**src/rtl/cmp_result_fifo.sv**
```systemverilog
// cmp_result_fifo: registered elastic FIFO for compare results, NUM_SLOTS deep, any depth >= 2
module cmp_result_fifo #(
  parameter int DATA_WIDTH = 32,
  parameter int NUM_SLOTS  = 2
) (
  input  logic                  clk,
  input  logic                  rst,
  input  logic [DATA_WIDTH-1:0] ins,
  input  logic                  ins_valid,
  output logic                  ins_ready,
  output logic [DATA_WIDTH-1:0] outs,
  output logic                  outs_valid,
  input  logic                  outs_ready
);
  localparam int PW = $clog2(NUM_SLOTS);
  localparam int CW = $clog2(NUM_SLOTS + 1);
  localparam logic [PW-1:0] LAST = PW'(NUM_SLOTS - 1);
  localparam logic [CW-1:0] FULL = CW'(NUM_SLOTS);
  logic [DATA_WIDTH-1:0] mem [NUM_SLOTS];
  logic [PW-1:0] head, tail;
  logic [CW-1:0] count;
  logic live, push, pop;
  // handshake flags derive only from registered state; live keeps ins_ready low until the first edge after reset
  always_comb begin
    outs_valid = count != '0;
    ins_ready  = live && count != FULL;
    push       = ins_valid && ins_ready;
    pop        = outs_valid && outs_ready;
    outs       = mem[head];
  end
  // pointers, occupancy and the post-reset ready flag; tokens vanish the moment rst falls
  always_ff @(posedge clk or negedge rst) begin
    if (!rst) begin
      head  <= '0;
      tail  <= '0;
      count <= '0;
      live  <= 1'b0;
    end else begin
      live  <= 1'b1;
      head  <= pop ? (head == LAST ? '0 : head + PW'(1)) : head;
      tail  <= push ? (tail == LAST ? '0 : tail + PW'(1)) : tail;
      count <= (push && !pop) ? count + CW'(1) : (pop && !push) ? count - CW'(1) : count;
    end
  end
  // payload storage carries no reset; only valid entries are ever observed
  always_ff @(posedge clk) begin
    if (push) mem[tail] <= ins;
  end
endmodule
```
**config.mk**
```make
export PLATFORM = sky130hd
export DESIGN_NAME = cmp_result_fifo
export DESIGN_NICKNAME = d
export VERILOG_FILES = /design/src/rtl/cmp_result_fifo.sv
export SDC_FILE = /design/constraint.sdc
export NUM_CORES = 1
export LEC_CHECK = 0
export ABC_AREA = 1
export BUFFER_PORTS_ARGS = -buffer_cell sky130_fd_sc_hd__buf_2
export CORE_MARGIN = 10
export CORE_UTILIZATION = 56
export DETAILED_ROUTE_END_ITERATION = 16
export HOLD_SLACK_MARGIN = 0.1
export PLACE_DENSITY = 0.82
export SETUP_SLACK_MARGIN = 0.02
export SLEW_MARGIN = 40
export SYNTH_ARGS = -nofsm -noshare
export SYNTH_HDL_FRONTEND = slang
export SYNTH_SLANG_ARGS = --single-unit
export TNS_END_PERCENT = 50
```
**constraint.sdc**
```tcl
create_clock -name clk -period 6.4 [get_ports clk]
set_input_delay 0.32 -clock clk [delete_from_list [all_inputs] [get_ports clk]]
set_output_delay 0.32 -clock clk [all_outputs]
set_load 0.01 [all_outputs]
```
**Word level (Yosys, flattened, before mapping)**

Memory sizes are Yosys's and may differ from the RTL's.
Cells that the tools add are included.

- RAM bits: 64
- Memories kept: 1
- Register bits: 5
- Logic and storage cells: 25

Memories:

| memory | words | width | read ports | clocked after Yosys merged registers in | wr ports | line | source |
|---|---|---|---|---|---|---|---|
| mem | 2 | 32 | 1 | 0 | 1 | 19 | `logic [DATA_WIDTH-1:0] mem [NUM_SLOTS];` |

- Reduce and logical (&&, ||, !) cells: 9
- Eq/ne operators: 1
- Add/subtract/negate cells: 4
- Mux-type cells: 6

Operator list:

| kind | number |
|---|---|
| $logic_and A1 B1 Y1 | 5 |
| $mux W1 | 4 |
| $mux W2 | 2 |
| $reduce_bool A2 Y1 | 2 |
| $add A1 B1 Y1 const B | 2 |
| $add A2 B1 Y2 const B | 1 |
| $logic_not A1 Y1 | 2 |
| $ne A2 B2 Y1 const B | 1 |
| $sub A2 B1 Y2 const B | 1 |

**Logic depth before layout (Yosys ltp)**

- Depth after elaboration: 7
- Depth in mapped cells: 10
- Mapped depth without buffers: 10

**Worst setup path before layout**

Ideal clock, no wire load.

- Path type: register -> register
- Start: reg count[0]
- End: mem mem[1][0] (enable)
- Path slack: 4.028 ns
- Data arrival time: 1.951 ns
- Period minus slack after synthesis: 2.372 ns
- Setup time: 0.421 ns
- Cell stages (with the launch flop): 5
- Path through: dfrtp_1 -> inv_2 -> nand2_1 -> nand3_2 -> nor2_1

- Word-level cells in the longest chain between the ends: 5

RTL lines:

| what | line | source |
|---|---|---|
| start, declared | 21 | `logic [CW-1:0] count;` |
| start signal, assigned | 42 | `count <= (push && !pop) ? count + CW'(1) : (pop && !push) ? count - CW'(1) : count;` |
| $ne A2 B2 Y1 | 26 | `ins_ready = live && count != FULL;` |
| $logic_and A1 B1 Y1 | 26 |  |
| $logic_and A1 B1 Y1 | 27 | `push = ins_valid && ins_ready;` |
| $mux W1 | 47 | `if (push) mem[tail] <= ins;` |
| $mux W1 (not written as such) | 47 |  |
| end, declared | 19 |  |

No other way between the ends.

**Final worst setup path**

- Start: reg count[0]
- End: mem mem[0][19] (enable)

Same word-level chain as after synthesis.

==> results.sh <==
export IMPL_syn_inst=201
export IMPL_yosysTopAreaCell="edfxtp_1"
export IMPL_crit_path_cell_trace="inv_2 -> nand2_1 -> nand4_1 -> inv_1 -> buf_4"
export IMPL_max_slew_margin=0.594
export IMPL_final_common_cell="nand2_1"
export IMPL_finalHoldViolCount=0
export IMPL_hpwl_um=3410
export IMPL_clock_skew_final_ns=0.00389
export IMPL_antennaDiodeCount=0
export IMPL_cp_num_buf_inv=3
export IMPL_yosysWarnings=0
export IMPL_powerDensity_nw_per_um2=408
export IMPL_htreeDepth=3
export IMPL_status="completed"
export IMPL_seq_area_frac_synth=0.762
export IMPL_fin_tns_setup_ns=0
export IMPL_port_buffers=69
export IMPL_antenna_left=0
export IMPL_fin_crit_sh=0.286
export IMPL_worst_ep_required_time_ns=6.42
export IMPL_rsz0062_at_grt="false"
export IMPL_netlist_top_cells_area="edfxtp_1 72%, nand2_1 13%, dfrtp_1 4.7%"
export IMPL_antenna_found_initial=0
export IMPL_worst_skew_pair_late_latency_ns=0.33
export IMPL_fp_dieW_um=89.2
export IMPL_fp_dieH_um=89.2
export IMPL_multi_input_area_um2=513
export IMPL_final_cell_mix="93 x nand2_1, 69 x buf_2, 64 x edfxtp_1"
export IMPL_drc=0
export IMPL_drv_slew=0
export IMPL_coreArea_um2=4690
export IMPL_critPathCaptureType="register"
export IMPL_clock_sinks=69
export IMPL_wirelength_um=4880
export IMPL_crit_path_max_incr_delay_ns=0.48
export IMPL_clk_pin_slew_worst_paths_ns=0.07
export IMPL_syn_area_per_cell_um2=13.4
export IMPL_syn_nets=238
export IMPL_grt_max_degree=35
export IMPL_nFillCells=328
export IMPL_post_route_min_period_ns=1.83
export IMPL_critPathTopFamily="buffers and inverters"
export IMPL_crit_slowest_cell="inv_1"
export IMPL_fin_nets=315
export IMPL_rrSetupSlack_ns=4.57
export IMPL_drt_first_pass_iters=4
export IMPL_dr_total_vias=1638
export IMPL_ff2ff_path_depth=5
export IMPL_synthDistinctLibCells=18
export IMPL_hold_path_class="primary input to register"
export IMPL_clockBufferDepth=2
export IMPL_io_pins=70
export IMPL_row_count=25
export IMPL_endpoint="mem[0][19]$_DFFE_PP_"
export IMPL_grt_usage=0.132
export IMPL_drtIter0Drc=110
export IMPL_cts_tree="built"
export IMPL_fmax_mhz=546
export IMPL_ir_drop_uv=218
export IMPL_cp_start_kind="register"
export IMPL_worst_r2r_endpoint="mem[0][19]$_DFFE_PP_"
export IMPL_regArea_um2=2050
export IMPL_die_area_um2=7960
export IMPL_p_leak_nw=1.43
export IMPL_gp_congestion=0.726
export IMPL_tightest_slew_ns=0.609
export IMPL_cap_violations=0
export IMPL_path_class="register to register"
export IMPL_synth_seq_cells=69
export IMPL_synthesis_area_um2=2690
export IMPL_netlist_area_leader_share=0.716
export IMPL_wire_per_inst_um=14.5
export IMPL_area_growth_pct=20.8
export IMPL_drive_gt1_frac=0.360
export IMPL_cts_buffers=9
export IMPL_crit_start="count[0]$_DFFE_PN0P_"
export IMPL_cts_setup_buffers=0
export IMPL_cts_root_buffer="clkbuf_8"
export IMPL_grt_pass1_wl_um=7650
export IMPL_start_util=0.572
export IMPL_critPathMaxFanout=17
export IMPL_grt_pass1_vias=1681
export IMPL_cp_arrival_ns=1.85
export IMPL_cp_depth=5
export IMPL_gr_total_overflow=0
export IMPL_cts_resized=0
export IMPL_viasPerCell=4.86
export IMPL_rr_startpoint="count[0]$_DFFE_PN0P_"
export IMPL_fin_util=0.691
export IMPL_finalSetupViolCount=0
[synth_stat cells, drive strengths merged]
library cell and count:
edfxtp 64, clkbuf 3, inv 8, ha 1, dfrtp 5, nand3 3, buf 4, nand2 107
nand4 2, xnor2 1, conb 1, nor2 1, a21boi 1
[worst register-to-register path, delay by kind of cell, from the launching register on]
family | cells | cell delay [ns]
buffers and inverters | 3 | 0.91
flip-flops | 1 | 0.39
AND/OR/NAND/NOR | 2 | 0.21
[what timing repair did]
action | CTS | global route
endpoints found under the hold margin | 5 | 0
setup endpoints to repair | 0 | 0
hold buffers | 1 | 0
[metal layers]
| metal | share of wire | vias up | GRT usage |
|---|---|---|---|
| met5 | 0 | - | 0 |
| met4 | 0.016 | 0 | 0.0780 |
| met3 | 0.085 | 9 | 0.0538 |
| met2 | 0.50 | 53 | 0.209 |
| met1 | 0.40 | 754 | 0.146 |
| li1 | - | 822 | - |
[registers in the layout (all words and copies together) (netlist names)]
name and flops:
head 1, tail 1, live 1, count 2, mem 64
[through the flow]
| stage | area, um^2 | std cells | setup slack [ns] | hold WS (ns) | power, mW |
|---|---|---|---|---|---|
| 6_report | 3240 | 337 | 4.57 | 0.174 | 1.32 |
| 5_1_grt | 3240 | 337 | 4.38 | 0.154 | 1.42 |
| 4_1_cts | 3240 | 337 | 4.53 | 0.156 | 1.35 |
| 3_5_place_dp | 3050 | 320 | 4.55 | 0.144 | 1.03 |
| 3_3_place_gp | 3030 | 319 | 4.59 | 0.139 | 1.01 |
| 2_1_floorplan | 2690 | 201 | 4.03 | 0.0244 | 0.902 |
[kinds of logic after synthesis]
family / after synthesis / synth area share
other cells: 1 / 0.00140
buf+inv: 15 / 0.0494
simple gates: 113 / 0.176
fa+ha+maj: 1 / 0.00466
flops: 69 / 0.762
compound gates: 1 / 0.00280
xor+xnor: 1 / 0.00326
[worst min path at each step]
stage               startpoint                    to  slack (ns)  cells past startpoint
CTS                    ins[23]  mem[0][23]$_DFFE_PP_        0.16                      1
floorplan                  rst  count[0]$_DFFE_PN0P_        0.02                      0
finish                 ins[23]  mem[0][23]$_DFFE_PP_        0.17                      1
global placement           rst      head$_DFFE_PN0P_        0.14                      1
global route           ins[29]  mem[0][29]$_DFFE_PP_        0.15                      1
detailed placement         rst  count[0]$_DFFE_PN0P_        0.14                      1
[layout make-up]
class | instances | share of cell area
flip-flops and latches | 69 | 0.631
multi-input cells | 117 | 0.158
repair buffers | 73 | 0.123
clock buffers | 10 | 0.0393
well taps | 54 | 0.0208
clock inverters | 6 | 0.0166
inverters | 8 | 0.0116
[power by group]
part / internal [mW] / switching (mW)
logic: 0.147 / 0.277
registers: 0.563 / 0.0196
clock network: 0.175 / 0.144
Note: power is estimated with default switching activity, not from simulation.
